[src/rtl/nest_stack.sv]
// Bounded 1-bit-wide LIFO holding the kind of each open block.
// Ports: clk_i/reset_i (async active-high), push_i/pop_i with kind_i,
// top_o (kind of innermost open block), depth_o, full_o, empty_o.
// Push when full and pop when empty are ignored.
module nest_stack #(
  parameter int unsigned MAX_DEPTH = 8,
  parameter int unsigned DEPTH_W   = 4
) (
  input  logic               clk_i,
  input  logic               reset_i,
  input  logic               push_i,
  input  logic               pop_i,
  input  logic               kind_i,
  output logic               top_o,
  output logic [DEPTH_W-1:0] depth_o,
  output logic               full_o,
  output logic               empty_o
);

  logic [MAX_DEPTH-1:0] kinds_q, kinds_d;
  logic [DEPTH_W-1:0]   cnt_q, cnt_d;
  logic                 do_push, do_pop;

  assign full_o  = (cnt_q == DEPTH_W'(MAX_DEPTH));
  assign empty_o = (cnt_q == '0);
  assign depth_o = cnt_q;
  assign do_push = push_i && !full_o;
  assign do_pop  = pop_i && !empty_o && !push_i;

  always_comb begin
    kinds_d = kinds_q;
    cnt_d   = cnt_q;
    top_o   = 1'b0;
    for (int i = 0; i < int'(MAX_DEPTH); i++) begin
      if (do_push && cnt_q == DEPTH_W'(i)) kinds_d[i] = kind_i;
      if (cnt_q == DEPTH_W'(i + 1)) top_o = kinds_q[i];
    end
    if (do_push) cnt_d = cnt_q + 1'b1;
    else if (do_pop) cnt_d = cnt_q - 1'b1;
  end

  always_ff @(posedge clk_i or posedge reset_i) begin
    if (reset_i) begin
      kinds_q <= '0;
      cnt_q   <= '0;
    end else begin
      kinds_q <= kinds_d;
      cnt_q   <= cnt_d;
    end
  end

endmodule

[config.mk]
export PLATFORM = sky130hd
export DESIGN_NAME = nest_stack
export DESIGN_NICKNAME = d
export VERILOG_FILES = /design/src/rtl/nest_stack.sv
export SDC_FILE = /design/constraint.sdc
export NUM_CORES = 1
export LEC_CHECK = 0
export CORE_UTILIZATION = 35
export CTS_CLUSTER_SIZE = 20
export DETAILED_ROUTE_END_ITERATION = 10
export PLACE_DENSITY = 0.63
export SETUP_SLACK_MARGIN = 0.4
export SYNTH_ARGS = -nofsm -noshare
export SYNTH_HDL_FRONTEND = slang
export SYNTH_SLANG_ARGS = --single-unit
[constraint.sdc]
create_clock -name clk_i -period 2.51 [get_ports clk_i]
set_input_delay 0.502 -clock clk_i [delete_from_list [all_inputs] [get_ports clk_i]]
set_output_delay 0.502 -clock clk_i [all_outputs]
set_load 0.005 [all_outputs]
==> reports/metrics.yaml <==
route:
  drtIter0Drc: 14
  wirelength_um: 1746
  viasPerCell: 5.336
  drcViolationCount: 0
  wl_per_cell_um: 14.67
  postRouteAntennaNets: 0
  drtPass1Iterations: 4
  via_count: 635
final_layout:
  final_cell_area_um2: 1013
  final.fill_count: 195
  fin_nets: 102
  utilization: 0.5063
  regArea_um2: 301.5
  multi_input_area_um2: 478.0
  antenna-diode-count: 0
  area_growth_pct: 32.14
  layout-drive-gt1-share: 0.3152
floorplan:
  core_um2: 2002
  rows: 16
  die_w_um: 48.81
  die_h_um: 48.81
  dieArea_um2: 2382
  start_util: 0.3831
  io_pins: 12
yosys:
  syn_area_per_cell_um2: 10.23
  ys_types: 34
  synth_area_um2: 767.0
  ys_seq_area_frac: 0.3915
  yosysTopAreaCellShare: 0.3915
  post_synth_inst_count: 75
  ys_warn_count: 0
  ys_top_cells_by_area: "dfrtp_1, ha_1, mux2_2"
  ys_ff_latch: 12
  syn_nets: 84
  yosys.area.top_type: "dfrtp_1"
power_and_ir_drop:
  irDropWorstVdd_v: 0.0004367
  switchingPower_uw: 530.1
  power_density_nw_per_um2: 1313
  power_frac_seq: 0.290
  swShare: 0.3985
  intPower_uw: 800.2
  combPwrFrac: 0.589
  clkPwrFrac: 0.121
  cellLeakagePower_nw: 0.4217
timing:
  rsz0062_at_grt: "true"
  fin_ws_ps: 190.0
  tns_ps: 0
  fin_crit_sh: 0.9243
  worstMarginPinSlew_ps: 547.1
  finalHoldViolCount: 0
  skew_ps: 3.794
  slew_violations: 0
  max-slew-margin-rel: 0.6353
  setup_viol: 0
  fmax_mhz: 431.0
  period_minus_slack_ps: 2320
  hold_ws_ps: 499.7
clocking:
  postCtsHoldBufs: 0
  numCtsBuffers: 3
  clk_pin_slew_worst_paths_ps: 90
  clk_path_buf_depth: 2
  clk_latency_ps: 280
  cts_htree_levels: 1
  cts_root_buf: "clkbuf_4"
  cts_sinks: 12
  cts_tree: "built"
place:
  placed_cell_area_um2: 928.4
  port_buffers: 11
  place.gp.congestion: 0.7488
  pre_cts_ws_ps: 33.27
  dp_hpwl_um: 1170
min_path:
  worstHoldPathType: "reg -> reg"
  hp-start: "kinds_q[5]"
critical_path:
  reg2reg_setup_slack_ps: 800
  r2r_start: "depth_o[0]"
  path_class: "reg -> out"
  path_max_fanout: 6
  required_ps: 2010
  cp-end-kind: "output pin"
  arrival_ps: 1820
  setup.worst_path.start: "depth_o[0]"
  timing.rr.end: "depth_o[1]"
  reg2regPathDepth: 7
  start_kind: "flip-flop"
  worstSetupEndpoint: "top_o"
global_route:
  antenna_found_initial: 0
  grt_pass1_vias: 624
  grt_pass1_wl_um: 2953
  grt_overflow: 0
  use_met2: 0.2546
  use_met1: 0.2170
  grt_max_degree: 15
  grt_use_total: 0.1640
  top_usage_layer: "met2"
  use_met3: 0.01869
job:
  maxCapViolations: 0
outcome:
  status: "finished, final reports clean"
==> power by group through the flow <==
stage / combinational [mW] / clock, mW / sequential, mW
after floorplan: 0.459 / 0 / 0.361
after global placement: 0.674 / 0 / 0.373
after detailed placement: 0.689 / 0 / 0.378
after CTS: 0.712 / 0.164 / 0.374
after global routing: 0.853 / 0.171 / 0.399
final: 0.783 / 0.161 / 0.386
==> synth_stat cells <==
cell type	count
and3_1	1
mux2_4	1
xnor2_1	2
nor2b_4	1
a41o_1	1
a32oi_1	1
o22a_1	1
nor2_1	3
a221oi_1	1
nand2_1	8
a22oi_1	1
mux2_2	4
nor2_4	1
a21oi_1	4
buf_4	2
a211o_2	1
nand3_1	2
and2_2	1
and2_1	1
o21ai_0	3
nor3b_1	1
and4_1	1
o221ai_1	1
nand2b_1	1
mux2_1	3
ha_1	4
dfrtp_1	12
a31oi_1	1
nor3_1	2
inv_1	5
buf_2	1
nor2b_1	1
a2111oi_2	1
o31ai_2	1
==> flip-flops by register name, indices dropped and copies added, names as in the netlist <==
register,cells
depth_o,4
kinds_q,8
==> area by class of cell <==
class                      instances  area share
tap                               27     0.03333
inverter                           5     0.01852
timing repair buffer              16      0.1432
clock buffer                       4     0.03580
multi-input combinational         55      0.4716
sequential                        12      0.2975
==> worst min-delay path by stage <==
stage                       endpoint  cells after the start  slack, ps
after floorplan           depth_o[0]                      1        370
after global placement    kinds_q[5]                      1        480
after detailed placement  kinds_q[5]                      1        490
after CTS                 kinds_q[5]                      1        510
after global routing      kinds_q[5]                      1        540
final                     kinds_q[5]                      1        500
==> per-layer routing <==
layer / vias up / routed length [um]
li1: 305 / -
met1: 317 / 808
met2: 9 / 858
met3: 4 / 34
met4: 0 / 44
met5: - / 0
==> cells in the final DEF, fill, tap and decap left out, types with 2 or more instances in the layout <==
cell type / count
clkdlybuf4s50_1: 9
clkbuf_4: 3
nor3_1: 2
mux2_2: 4
nand3_1: 2
ha_4: 2
o21ai_0: 2
buf_4: 3
a21oi_1: 4
buf_6: 2
nand2_1: 8
nor2_1: 2
mux2_1: 3
dfrtp_1: 11
inv_1: 5
ha_2: 2
xnor2_1: 2
==> kinds of logic after synthesis <==
logic type / count (synthesis) / share of synthesized area
buffers and inverters: 8 / 0.05056
multiplexers: 8 / 0.1223
AND/OR/NAND/NOR: 24 / 0.1762
XOR/XNOR: 2 / 0.02284
adder cells (fa/ha/maj): 4 / 0.06526
flip-flops: 12 / 0.3915
AO/OA/AOI/OAI: 17 / 0.1713
==> worst max-delay path, cell delays in order (launching register included) <==
cell and delay (ps):
dfrtp_2 420, inv_1 90, ha_2 210, buf_6 130, a211o_2 280, a22oi_2 210
o31ai_2 80, buf_2 130
==> stage by stage <==
stage | total power, mW | std cells
6_report | 1.330 | 119
3_3_place_gp | 1.047 | 115
4_1_cts | 1.249 | 119
5_1_grt | 1.423 | 119
3_5_place_dp | 1.066 | 115
2_1_floorplan | 0.8200 | 75
==> repair_timing <==
action                     CTS  global route
buffers inserted             0             0
gates resized for setup     10            10
pin swaps                    3             3
cloned                       0             0
setup endpoints to repair    3             3
Power figures use the tool's default switching activity.
